## src/rtl/axi_stream_video_switch.sv

```systemverilog
// N-input AXI4-Stream video switch; source changes only on frame boundaries.
// Optional: define VIDEO_SWITCH_FLUSH_EN so unselected channels are drained instead of stalled.
module axi_stream_video_switch #(
  parameter int unsigned DW = 24,
  parameter int unsigned N  = 4,
  parameter int unsigned SW = $clog2(N),
  parameter int unsigned CW = 16
) (
  input  logic            axi_clk_i,
  input  logic            axi_rstn_i,
  input  logic [N*DW-1:0] s_tdata_i,
  input  logic [N-1:0]    s_tvalid_i,
  input  logic [N-1:0]    s_tuser_i,
  input  logic [N-1:0]    s_tlast_i,
  output logic [N-1:0]    s_tready_o,
  output logic [DW-1:0]   m_tdata_o,
  output logic            m_tvalid_o,
  output logic            m_tuser_o,
  output logic            m_tlast_o,
  input  logic            m_tready_i,
  input  logic [SW-1:0]   sel_i,
  output logic [SW-1:0]   active_sel_o,
  output logic            pending_o,
  output logic            locked_o,
  output logic [CW-1:0]   frame_cnt_o,
  output logic [CW-1:0]   drop_cnt_o
);

`ifdef VIDEO_SWITCH_FLUSH_EN
  localparam logic FLUSH = 1'b1;
`else
  localparam logic FLUSH = 1'b0;
`endif

  typedef enum logic {SYNC, LOCK} state_t;

  state_t        state_q, state_d;
  logic [SW-1:0] cur_q, cur_d;
  logic [DW-1:0] cur_data_c;
  logic          cur_valid_c, cur_user_c, cur_last_c;
  logic          adv_c, sel_ok_c, pend_c;
  logic          ready_cur_c, take_c, sof_take_c, drop_c;
  logic [N-1:0]  ready_c;

  // Out-of-range selectors only exist when N is not a power of two
  if ((1 << SW) == N) begin : g_sel_pow2
    assign sel_ok_c = 1'b1;
  end else begin : g_sel_range
    assign sel_ok_c = (32'(sel_i) < N);
  end

  assign adv_c  = m_tready_i | ~m_tvalid_o;
  assign pend_c = (sel_i != cur_q) & sel_ok_c;

  // Bound-channel input mux
  always_comb begin
    cur_data_c  = '0;
    cur_valid_c = 1'b0;
    cur_user_c  = 1'b0;
    cur_last_c  = 1'b0;
    for (int k = 0; k < int'(N); k++) begin
      if (SW'(k) == cur_q) begin
        cur_data_c  = s_tdata_i[k*DW +: DW];
        cur_valid_c = s_tvalid_i[k];
        cur_user_c  = s_tuser_i[k];
        cur_last_c  = s_tlast_i[k];
      end
    end
  end

  always_ff @(posedge axi_clk_i) begin
    if (!axi_rstn_i) begin
      state_q <= SYNC;
      cur_q   <= '0;
    end else begin
      state_q <= state_d;
      cur_q   <= cur_d;
    end
  end

  // Next state plus per-cycle accept/drop decisions; ready never looks at tvalid
  always_comb begin
    state_d     = state_q;
    cur_d       = cur_q;
    ready_cur_c = 1'b0;
    take_c      = 1'b0;
    sof_take_c  = 1'b0;
    drop_c      = 1'b0;
    case (state_q)
      SYNC: begin
        ready_cur_c = ~cur_user_c | (adv_c & ~pend_c);
        if (pend_c) cur_d = sel_i;
        if (cur_valid_c) begin
          if (!cur_user_c) begin
            drop_c = 1'b1;
          end else if (adv_c && !pend_c) begin
            take_c     = 1'b1;
            sof_take_c = 1'b1;
            state_d    = LOCK;
          end
        end
      end
      LOCK: begin
        ready_cur_c = adv_c & ~(cur_user_c & pend_c);
        if (cur_valid_c && cur_user_c && pend_c) begin
          cur_d   = sel_i;
          state_d = SYNC;
        end else if (cur_valid_c && adv_c) begin
          take_c     = 1'b1;
          sof_take_c = cur_user_c;
        end
      end
    endcase
  end

  always_comb begin
    ready_c = '0;
    for (int k = 0; k < int'(N); k++) begin
      ready_c[k] = (SW'(k) == cur_q) ? ready_cur_c : FLUSH;
    end
  end

  assign s_tready_o   = axi_rstn_i ? ready_c : '0;
  assign pending_o    = axi_rstn_i & pend_c;
  assign locked_o     = (state_q == LOCK);
  assign active_sel_o = cur_q;

  // Output pipeline register and status counters
  always_ff @(posedge axi_clk_i) begin
    if (!axi_rstn_i) begin
      m_tdata_o   <= '0;
      m_tvalid_o  <= 1'b0;
      m_tuser_o   <= 1'b0;
      m_tlast_o   <= 1'b0;
      frame_cnt_o <= '0;
      drop_cnt_o  <= '0;
    end else begin
      if (take_c) begin
        m_tdata_o  <= cur_data_c;
        m_tvalid_o <= 1'b1;
        m_tuser_o  <= cur_user_c;
        m_tlast_o  <= cur_last_c;
      end else if (adv_c) begin
        m_tvalid_o <= 1'b0;
      end
      if (sof_take_c) frame_cnt_o <= frame_cnt_o + CW'(1);
      if (drop_c)     drop_cnt_o  <= drop_cnt_o + CW'(1);
    end
  end

endmodule
```

## config.mk

```make
export PLATFORM = sky130hd
export DESIGN_NAME = axi_stream_video_switch
export DESIGN_NICKNAME = d
export VERILOG_FILES = /design/src/rtl/axi_stream_video_switch.sv
export SDC_FILE = /design/constraint.sdc
export NUM_CORES = 1
export LEC_CHECK = 0
export CORE_ASPECT_RATIO = 1.5
export CORE_MARGIN = 2
export CORE_UTILIZATION = 29
export CTS_CLUSTER_DIAMETER = 200
export DETAILED_ROUTE_END_ITERATION = 10
export DONT_BUFFER_PORTS = 1
export GPL_TIMING_DRIVEN = 0
export PLACE_DENSITY_LB_ADDON = 0.12
export SLEW_MARGIN = 20
export SYNTH_ARGS = -nofsm -noshare
export SYNTH_HDL_FRONTEND = slang
export SYNTH_SLANG_ARGS = --single-unit
export TNS_END_PERCENT = 100
```

## constraint.sdc

```tcl
create_clock -name axi_clk_i -period 2.6 [get_ports axi_clk_i]
set_input_delay 0.39 -clock axi_clk_i [delete_from_list [all_inputs] [get_ports axi_clk_i]]
set_output_delay 0.39 -clock axi_clk_i [all_outputs]
set_load 0.05 [all_outputs]
```

# ---- Yosys cells after proc, flatten, opt, wreduce, memory -nomap -nowiden
# Cells that the tools add are included.
dict set report word_totals {
  output_inout_bits 67
  word_cells 76
  ff_bits 62
  input_bits 113
}
dict set report op_classes {
  n_bitwise 11
  mux 41
  add_sub_neg 2
  reduce_logical 8
  eq_ne 6
}
# cell count
set ops {}
lappend ops {{24-bit two-way mux} 4}
lappend ops {{16-bit by 1-bit adder with 16-bit output (second input constant)} 2}
lappend ops {{1-bit two-way mux} 29}
lappend ops {{1-bit case mux with 2 select lines} 4}
lappend ops {{1-bit inverter} 5}
lappend ops {{1-bit bitwise AND} 4}
lappend ops {{2-bit equality test (first input constant)} 2}
lappend ops {{1-bit logical AND} 4}
lappend ops {{2-bit two-way mux} 2}
lappend ops {{4-bit two-way mux} 1}
lappend ops {{2-bit case mux with 2 select lines} 1}
lappend ops {{1-bit by 2-bit equality test with 1-bit output (first input constant)} 1}
lappend ops {{2-bit logical NOT} 1}
lappend ops {{2-bit by 1-bit != test with 1-bit output (second input constant)} 1}
lappend ops {{2-bit != test} 1}
lappend ops {{2-bit != test (second input constant)} 1}
lappend ops {{1-bit bitwise OR} 2}
lappend ops {{2-bit AND reduction} 1}
lappend ops {{2-bit nonzero test} 1}
lappend ops {{1-bit logical NOT} 1}

# ---- Logic depth before layout (Yosys ltp)
# Gate-level depths: netlist of run 1.
dict set report depth {
  ltp_word 11
  mapped_depth 8
  depth_no_buf 4
}

# ---- Worst setup path before layout of run 1
# No wires, ideal clock.
dict set report synth_path {
  path_kind {flip-flop to output port}
  start {register cur_q[0] (netlist: active_sel_o[0])}
  end {output s_tready_o[2]}
  slack_ns -1.427
  arrival_ns 3.637
  stages_incl_launch_ff 8
  n_path_buf 3
  required_ns 2.210
  path_cell_list {dfxtp_1 > buf_6 > mux4_2 > buf_2 > a21bo_2 > buf_2 > a21oi_1 > nor4b_1}
}
dict set report synth_between {
  elab_chain_cells 11
  elab_cells_between_ends 19
  classes_between {4 x eq/ne; 7 x mux; 7 x bitwise; 1 x reduce/logical}
}
# item line_no
set synth_lines {}
lappend synth_lines {{start: declaration} 38} ;# logic [SW-1:0] cur_q, cur_d;
lappend synth_lines {{start signal: assignment} 77} ;# cur_q <= cur_d;
lappend synth_lines {{2-bit logical NOT} 62} ;# if (SW'(k) == cur_q) begin
lappend synth_lines {{1-bit two-way mux (4 in a row)} 62}
lappend synth_lines {{1-bit bitwise AND} 104} ;# ready_cur_c = adv_c & ~(cur_user_c & pend_c);
lappend synth_lines {{1-bit inverter} 104}
lappend synth_lines {{1-bit bitwise AND} 104}
lappend synth_lines {{1-bit case mux with 2 select lines} 89} ;# case (state_q)
lappend synth_lines {{1-bit two-way mux *} 119} ;# ready_c[k] = (SW'(k) == cur_q) ? ready_cur_c : FLUSH;
lappend synth_lines {{4-bit two-way mux *} 123} ;# assign s_tready_o = axi_rstn_i ? ready_c : '0;
lappend synth_lines {{end: declaration} 15} ;# output logic [N-1:0] s_tready_o,
# Every way passes the cells marked *; elsewhere a longest branch is shown, timed or not.

# ---- Final worst setup path of run 1
dict set report layout_path {
  start {register cur_q[0] (netlist: active_sel_o[0])}
  end {output s_tready_o[1]}
}
# Same word-level chain as after synthesis.

==> results of run 1 <==
==> worst max-delay path: cells and delay by family (launching register included) <==
| family | cells | cell delay (ns) |
|---|---|---|
| buffers and inverters | 2 | 0.29 |
| AOI/OAI and AO/OA | 2 | 0.28 |
| and+or+nand+nor | 1 | 0.69 |
| muxes | 1 | 0.52 |
| DFF | 1 | 0.44 |
==> metrics by stage <==
| step | cells | cell area (µm²) |
|---|---|---|
| 6_report | 553 | 4290 |
| 5_1_grt | 553 | 4290 |
| 4_1_cts | 548 | 4080 |
| 3_5_place_dp | 529 | 3750 |
| 3_3_place_gp | 529 | 3750 |
| 2_1_floorplan | 376 | 3560 |
==> worst max path at each step <==
stage,from,slack [ns],end,depth (start not counted)
4_1_cts,active_sel_o[0]$_SDFFE_PN0P_,-0.36,s_tready_o[1],6
3_3_place_gp,active_sel_o[1]$_SDFFE_PN0P_,-0.52,s_tready_o[2],4
6_report,active_sel_o[0]$_SDFFE_PN0P_,-0.35,s_tready_o[1],6
3_5_place_dp,active_sel_o[1]$_SDFFE_PN0P_,-0.52,s_tready_o[2],4
2_1_floorplan,active_sel_o[0]$_SDFFE_PN0P_,-0.08,s_tready_o[1],7
5_1_grt,active_sel_o[0]$_SDFFE_PN0P_,-0.42,s_tready_o[1],6
==> timing repair <==
action	CTS	global route
endpoints found under the hold margin	0	0
resized for setup	9	52
pin swaps	3	13
endpoints found under the setup margin	45	47
buffers inserted	6	5
cloned	0	1
==> power by group through the flow <==
stage / Combinational [W] / Sequential (W) / Clock (W)
after floorplan: 0.000393 / 0.00122 / 0
after global placement: 0.000497 / 0.00124 / 0
after detailed placement: 0.000499 / 0.00124 / 0
after CTS: 0.000518 / 0.00122 / 0.00117
after global routing: 0.000610 / 0.00123 / 0.00122
final: 0.000553 / 0.00122 / 0.00114
==> cell families after synthesis <==
group,Yosys count
compound gates,116
xor+xnor,3
fa+ha+maj,2
buf+inv,40
flops,62
mux,33
simple gates,120
==> sequential cells by signal, summed over array words and instances (netlist names) <==
signal	count
drop_cnt_o	16
active_sel_o	2
m_tlast_o	1
m_tdata_o	24
m_tuser_o	1
m_tvalid_o	1
frame_cnt_o	16
locked_o	1
==> cells in the final DEF (no fill, tap or decap), types with 9 or more instances in the layout <==
master	instances
a21oi_1	44
a21oi_2	10
buf_6	9
clkbuf_1	20
clkbuf_16	9
dfxtp_1	60
mux4_2	27
nand2_1	16
nand3_1	38
o21ai_0	28
o31ai_1	15
or4_1	12
==> metal layers <==
layer | vias to the layer above | wire [µm] | part of all wire, % | track usage [%]
li1 | 1511 | - | - | -
met1 | 1516 | 4310 | 37 | 20.5
met2 | 158 | 6030 | 51 | 31.3
met3 | 21 | 1090 | 9.3 | 7.08
met4 | 0 | 325 | 2.8 | 7.82
met5 | - | 0 | 0 | 0
==> layout make-up <==
cell class / count / area [µm²]
buffer: 32 / 171
timing repair buffer: 12 / 105
sequential: 62 / 1250
clock inverter: 1 / 5.00
fill: 1205 / 7540
tap: 153 / 191
multi-input combinational: 274 / 2270
clock buffer: 13 / 270
inverter: 6 / 22.5
==> reports/qor.yml, run 1 <==
timing:
  finalHoldViolCount: 0
  slew_headroom_pct: 30.3
  final.min_clock_period_ns: 2.95
  slew_viol_final: 0
  fin_tns_setup_ns: -1.65
  setup_viol: 17
  fin_skew_ns: 0.00413
  setup_slack_ns: -0.350
  rsz0062_at_grt: "yes"
  clock.fmax_mhz: 339
  hold_ws_ns: 0.212
  fin_crit_sh_pct: 113
  worst_pin_slew_ns: 1.05
min_path:
  holdPathStages: 2
  hold-path-endpoint: "active_sel_o[1]$_SDFFE_PN0P_"
  hold_path.class: "input pin to flip-flop"
  min-delay-start: "sel_i[1]"
global_route:
  gr-total-overflow: 0
  grt_pass1_vias: 3277
  antenna_found_initial: 0
  grt_max_degree: 11
  track_usage_pct: 18.5
  grt_pass1_wl_um: 18200
clocking:
  cts_inserted_buffers: 9
  cts.sinks: 62
  htreeDepth: 3
  clk_latency_ns: 0.33
  clockBufferDepth: 2
  cts_tree: "yes"
  clk_root_buffer_cell: "clkbuf_16"
  clk_pin_slew_worst_paths_ns: 0.05
  cts_hold_buf: 0
synth:
  synth_common_cells: "62 x dfxtp_1, 55 x a21oi_1, 38 x nand3_1"
  synthesis.area_um2: 3470
  synth_seq_area_share_pct: 35.7
  synth.mux.area_fraction_pct: 19.2
  synth_compound_area_share_pct: 18.9
  synth_seq_cells: 62
  ys.warnings.count: 0
  synth-async-reset-ratio_pct: 0
  synth_flop_cell: "dfxtp_1"
  syn_inst: 376
  synthAdderAreaFrac_pct: 0.720
  avgSynthCellArea_um2: 9.24
  synth_top_family_by_area: "simple AND/OR/NAND/NOR gates"
  synth_top_cell_by_area: "dfxtp_1"
  synth_area_leaders: "dfxtp_1 36%, mux4_2 18%, a21oi_1 7.9%"
  synth_edf_count: 0
  yosysMostFrequentCell: "dfxtp_1"
  synth-simple-area-share_pct: 19.7
  synth_cell_types: 36
  synth_xor_area_share_pct: 0.756
  synth_top_area_share_pct: 35.7
  syn_nets: 491
placed_design:
  dp_hpwl_um: 9030
  pre_cts_ws_ns: -0.522
  gp_congestion: 0.809
  portBuffers: 0
setup_path:
  crit_path_end_kind: "output port"
  crit_path_max_fanout: 4
  rr_worst_depth: 8
  reg2reg_from: "active_sel_o[0]$_SDFFE_PN0P_"
  cp_common_cell: "buf_6"
  reg2reg_slack_ns: -0.06
  required_ns: 2.21
  critical_path.slowest_cell: "nor4b_4"
  startpoint_type: "flip-flop"
  cp.arrival_ns: 2.56
  crit_chain: "buf_6 -> mux4_2 -> buf_6 -> a21bo_4 -> a21oi_4 -> nor4b_4"
  criticalPathCategory: "flip-flop to output port"
  max_stage_delay_ns: 0.69
  r2r-end: "drop_cnt_o[14]$_SDFFE_PN0P_"
routing:
  viasPerCell: 5.80
  routed_wl_um: 11800
  ant_nets: 0
  drtIter0Drc: 126
  vias: 3206
  dr.pass1.iters: 4
  drc: 0
  wl_per_cell_um: 21.3
power:
  p_leak_nw: 1.29
  seqPwrFrac_pct: 41.8
  swShare_pct: 33.3
  p_int_w: 0.00195
  p_total_w: 0.00292
  ir_worst_vdd_v: 0.000238
  clkPwrFrac_pct: 39.2
  combPwrFrac_pct: 19.0
  powerDensity_nw_per_um2: 680
  p_sw_w: 0.000971
die:
  dieArea_um2: 12900
  rows: 49
  die_w_um: 93.4
  die_y_um: 138
  start_util_pct: 29.4
  core_area_um2: 11800
  pin_count: 180
status:
  status: "finished, violations left"
  violations: "setup timing"
finish:
  fin_util_pct: 36.2
  layout-area-overhead-vs-synth_pct: 23.4
  drive_gt1_share_pct: 25.5
  fin_nets: 512
  diodes: 0
flow_run:
  maxCapViolations: 0
Power figures use the tool's default switching activity.
==> run 2: changes to the inputs <==
CORE_ASPECT_RATIO = 1.25   (was 1.5)
GPL_TIMING_DRIVEN = unset   (was 0)
==> run 2 against run 1 <==
The flow now finishes without violations. Sequential cell count unchanged. Setup slack improved by 0.46 ns. Maximum frequency up 18%. Core utilization barely moved. Clock skew is 0.00067 ns higher. Critical endpoint unchanged. Highest routed layer unchanged.
==> reports/qor.yml, run 2 (same netlist as run 1, synthesis figures left out) <==
status:
  status: "complete, no violations"
placed_design:
  place_inst: 537
  dp_hpwl_um: 7510
  gp_congestion: 0.732
  portBuffers: 0
setup_path:
  cp.arrival_ns: 2.10
  startpoint: "active_sel_o[0]$_SDFFE_PN0P_"
  required_ns: 2.21
  crit_path_end_kind: "output port"
  reg2reg_from: "active_sel_o[0]$_SDFFE_PN0P_"
  crit_path_max_fanout: 4
  criticalPathCategory: "flip-flop to output port"
  startpoint_type: "flip-flop"
timing:
  setup_viol: 0
  slew_viol_final: 0
  worst_pin_slew_ns: 0.712
  fin_skew_ns: 0.00480
  finalHoldViolCount: 0
  slew_headroom_pct: 52.6
  fin_tns_setup_ns: 0
  clock.fmax_mhz: 401
  rsz0062_at_grt: "no"
  fin_crit_sh_pct: 95.8
  final.min_clock_period_ns: 2.49
flow_run:
  maxCapViolations: 0
clocking:
  cts_inserted_buffers: 9
  htreeDepth: 3
  clk_root_buffer_cell: "clkbuf_16"
  cts.sinks: 62
  cts_tree: "yes"
  clk_pin_slew_worst_paths_ns: 0.05
  clk_latency_ns: 0.33
  cts_resized: 0
  clockBufferDepth: 2
finish:
  final_cell_mix: "60 x dfxtp_1, 54 x a21oi_1, 38 x nand3_1"
  nFillCells: 1187
  layout-area-overhead-vs-synth_pct: 21.6
  stdcell_count: 554
  drive_gt1_share_pct: 22.4
  regMostFlops: "m_tdata_o"
  fin_nets: 503
  top_regs: "m_tdata_o x24, drop_cnt_o x16, frame_cnt_o x16"
  largest_reg_flops: 24
  diodes: 0
  final_common_cell: "dfxtp_1"
global_route:
  antenna_found_initial: 0
  gr-total-overflow: 0
  grt_max_degree: 34
  grt_pass1_wl_um: 16900
  track_usage_pct: 16.8
  grt_pass1_vias: 3135
power:
  powerDensity_nw_per_um2: 699
  p_leak_nw: 1.32
  ir_worst_vdd_v: 0.000245
die:
  die_w_um: 102
  dieArea_um2: 12900
  start_util_pct: 29.8
  pin_count: 180
  die_y_um: 126
  core_area_um2: 11700
  rows: 44
routing:
  routed_wl_um: 10700
  drc: 0
  ant_nets: 0
  wl_per_cell_um: 19.4
  vias: 3145
  drtIter0Drc: 118
  dr.pass1.iters: 5
  viasPerCell: 5.68
min_path:
  min-delay-start: "axi_rstn_i"
  hold_path.class: "input pin to flip-flop"
-- run 2: final timing paths --
| kind | slack, ns | to | cells after the start |
|---|---|---|---|
| worst max-delay path | 0.11 | s_tready_o[1] | 5 |
| worst min-delay path | 0.21 | frame_cnt_o[15]$_SDFFE_PN0P_ | 2 |
| worst max register to register | 0.16 | drop_cnt_o[14]$_SDFFE_PN0P_ | 5 |
| worst min register to register | 0.52 | frame_cnt_o[1]$_SDFFE_PN0P_ | 2 |
-- run 2: per-stage QoR --
stage / area, µm² / setup slack (ns) / hold slack [ns] / utilization, % / total power [W]
4_1_cts: 4220 / 0.0678 / 0.198 / 36.1 / 0.00300
6_report: 4230 / 0.108 / 0.212 / 36.2 / 0.00295
3_3_place_gp: 3910 / 0.273 / 0.499 / 33.5 / 0.00175
5_1_grt: 4230 / 0.0149 / 0.218 / 36.2 / 0.00309
2_1_floorplan: 3560 / -0.0755 / 0.533 / - / 0.00161
3_5_place_dp: 3910 / 0.234 / 0.510 / 33.5 / 0.00175
-- run 2: worst max-delay path, stage by stage (launching register included) --
cell and delay (ns):
dfxtp_4 0.38, mux4_2 0.56, a21bo_4 0.22, a21oi_4 0.09
nor4b_4 0.33, buf_12 0.18
-- run 2: area by class of cell --
class / count / area (µm²) / share of cell area [%]
Timing Repair Buffer: 35 / 313 / 7.40
Tap cell: 161 / 201 / 4.77
Sequential cell: 62 / 1250 / 29.5
Inverter: 6 / 22.5 / 0.533
Multi-Input combinational cell: 274 / 2140 / 50.6
Clock buffer: 13 / 260 / 6.16
Clock inverter: 3 / 42.5 / 1.01
-- run 2: report_power, final --
group | total [W] | internal, W | switching, W
Combinational | 0.000545 | 0.000212 | 0.000333
Sequential | 0.00118 | 0.00100 | 0.000177
Clock | 0.00123 | 0.000793 | 0.000439
-- run 2: layer usage --
layer	vias up	part of all wire, %	track usage [%]
met2	138	52	28.4
met3	11	9.4	7.00
met5	-	0	0
met1	1505	38	19.2
met4	0	1.4	5.25
li1	1491	-	-
-- run 2: timing repair --
item / in CTS / in global routing
hold buffers: 0 / 0
setup buffers: 1 / 0
setup endpoints to repair: 1 / 0
hold endpoints to repair: 0 / 0
==> run 3: changes to the inputs <==
SETUP_SLACK_MARGIN = 0.4   (was unset)
==> run 3 against run 2 <==
Combinational power rose by 8.4%. Maximum frequency increased by 3.8%. Final cell count rose by 1.4%. Clock-buffer cell count rose by 1. Clock power grew 7%. Total power is 4.7% higher. Register-to-register slack gained 0.15 ns. Setup slack better by 0.092 ns. Final area increased by 4.1%.
==> reports/qor.yml, run 3 (same netlist as run 1, synthesis figures left out) <==
min_path:
  hold_path.class: "input pin to flip-flop"
setup_path:
  required_ns: 2.21
  crit_path_max_fanout: 4
  startpoint_type: "flip-flop"
  criticalPathCategory: "flip-flop to output port"
  crit_path_end_kind: "output port"
  cp.arrival_ns: 2.01
clocking:
  cts_inserted_buffers: 9
  cts.sinks: 62
  clk_latency_ns: 0.33
  htreeDepth: 3
  clk_root_buffer_cell: "clkbuf_16"
  cts_tree: "yes"
  clk_pin_slew_worst_paths_ns: 0.05
  clockBufferDepth: 2
finish:
  drive_gt1_share_pct: 27.9
  regMostFlops: "m_tdata_o"
  top_regs: "m_tdata_o x24, drop_cnt_o x16, frame_cnt_o x16"
  fin_nets: 511
  final_cell_mix: "60 x dfxtp_1, 47 x a21oi_1, 38 x nand3_1"
  layout-area-overhead-vs-synth_pct: 26.6
  stdcell_count: 562
  final_common_cell: "dfxtp_1"
  largest_reg_flops: 24
  diodes: 0
  nFillCells: 1184
power:
  ir_worst_vdd_v: 0.000308
  p_leak_nw: 1.40
  powerDensity_nw_per_um2: 703
global_route:
  top_usage_layer: "met2"
  antenna_found_initial: 0
  track_usage_pct: 17.4
  gr-total-overflow: 0
  grt_pass1_vias: 3184
  use_met1_pct: 19.2
  grt_use_met2_pct: 29.4
  grt_max_degree: 38
  grt_util_met3_pct: 7.16
  grt_pass1_wl_um: 17300
timing:
  finalHoldViolCount: 0
  setup_viol: 0
  rsz0062_at_grt: "yes"
  slew_headroom_pct: 43.6
  hold_ws_ns: 0.206
  slew_viol_final: 0
  fin_crit_sh_pct: 92.3
  final.min_clock_period_ns: 2.40
  fin_tns_setup_ns: 0
  clock.fmax_mhz: 417
  fin_skew_ns: 0.00848
  worst_pin_slew_ns: 0.845
placed_design:
  place_inst: 535
  portBuffers: 0
  dp_hpwl_um: 7890
  gp_congestion: 0.802
routing:
  vias: 3193
  routed_wl_um: 11100
  dr.pass1.iters: 4
  drtIter0Drc: 134
  ant_nets: 0
  drc: 0
  viasPerCell: 5.68
  wl_per_cell_um: 19.8
status:
  status: "complete, no violations"
flow_run:
  maxCapViolations: 0
die:
  die_w_um: 102
  pin_count: 180
  rows: 44
  core_area_um2: 11700
  start_util_pct: 29.8
  die_y_um: 126
  dieArea_um2: 12900
run 3: final timing paths:
check	start	end	slack [ns]	cells past startpoint
setup reg to reg	active_sel_o[0]$_SDFFE_PN0P_	drop_cnt_o[3]$_SDFFE_PN0P_	0.31	7
hold / removal	axi_rstn_i	frame_cnt_o[5]$_SDFFE_PN0P_	0.21	2
setup / recovery	active_sel_o[0]$_SDFFE_PN0P_	s_tready_o[1]	0.20	5
hold reg to reg	frame_cnt_o[5]$_SDFFE_PN0P_	frame_cnt_o[5]$_SDFFE_PN0P_	0.67	3
run 3: worst max-delay path, cell delays in order, from the launching register on:
cell and delay, ns:
dfxtp_4 0.34, mux4_2 0.53, a21bo_4 0.22, a21oi_4 0.09, nor4b_4 0.33, buf_12 0.18
run 3: power by group:
part	switching, W	internal (W)
clock	0.000445	0.000878
combinational	0.000347	0.000244
sequential	0.000178	0.00100
total	0.000970	0.00212
run 3: final cells by class:
cell class | count | area, µm² | area share [%]
Sequential cell | 62 | 1250 | 28.3
Timing Repair Buffer | 41 | 369 | 8.39
Multi-Input combinational cell | 276 | 2230 | 50.7
Clock inverter | 2 | 35.0 | 0.797
Inverter | 6 | 22.5 | 0.512
Clock buffer | 14 | 295 | 6.71
Tap cell | 161 | 201 | 4.58
run 3: repair_timing:
item	in CTS	in global routing
gates cloned	2	0
setup endpoints to repair	36	38
setup buffers	5	4
pin swaps	3	11
hold buffers	0	0
resized for setup	3	18
run 3: metrics by stage:
stage                     util, %  setup slack (ns)  total power (W)  cell area, µm²
after floorplan                 -           -0.0753          0.00162            3560
after detailed placement     33.4             0.341          0.00174            3890
after global placement       33.4             0.367          0.00173            3890
final                        37.7             0.200          0.00309            4400
after global routing         37.7             0.140          0.00322            4400
after CTS                    36.8             0.163          0.00310            4290
run 3: routing by layer:
| metal | vias up | share of wire (%) |
|---|---|---|
| li1 | 1510 | - |
| met1 | 1508 | 37 |
| met3 | 17 | 9.8 |
| met2 | 158 | 51 |
| met5 | - | 0 |
| met4 | 0 | 2.4 |
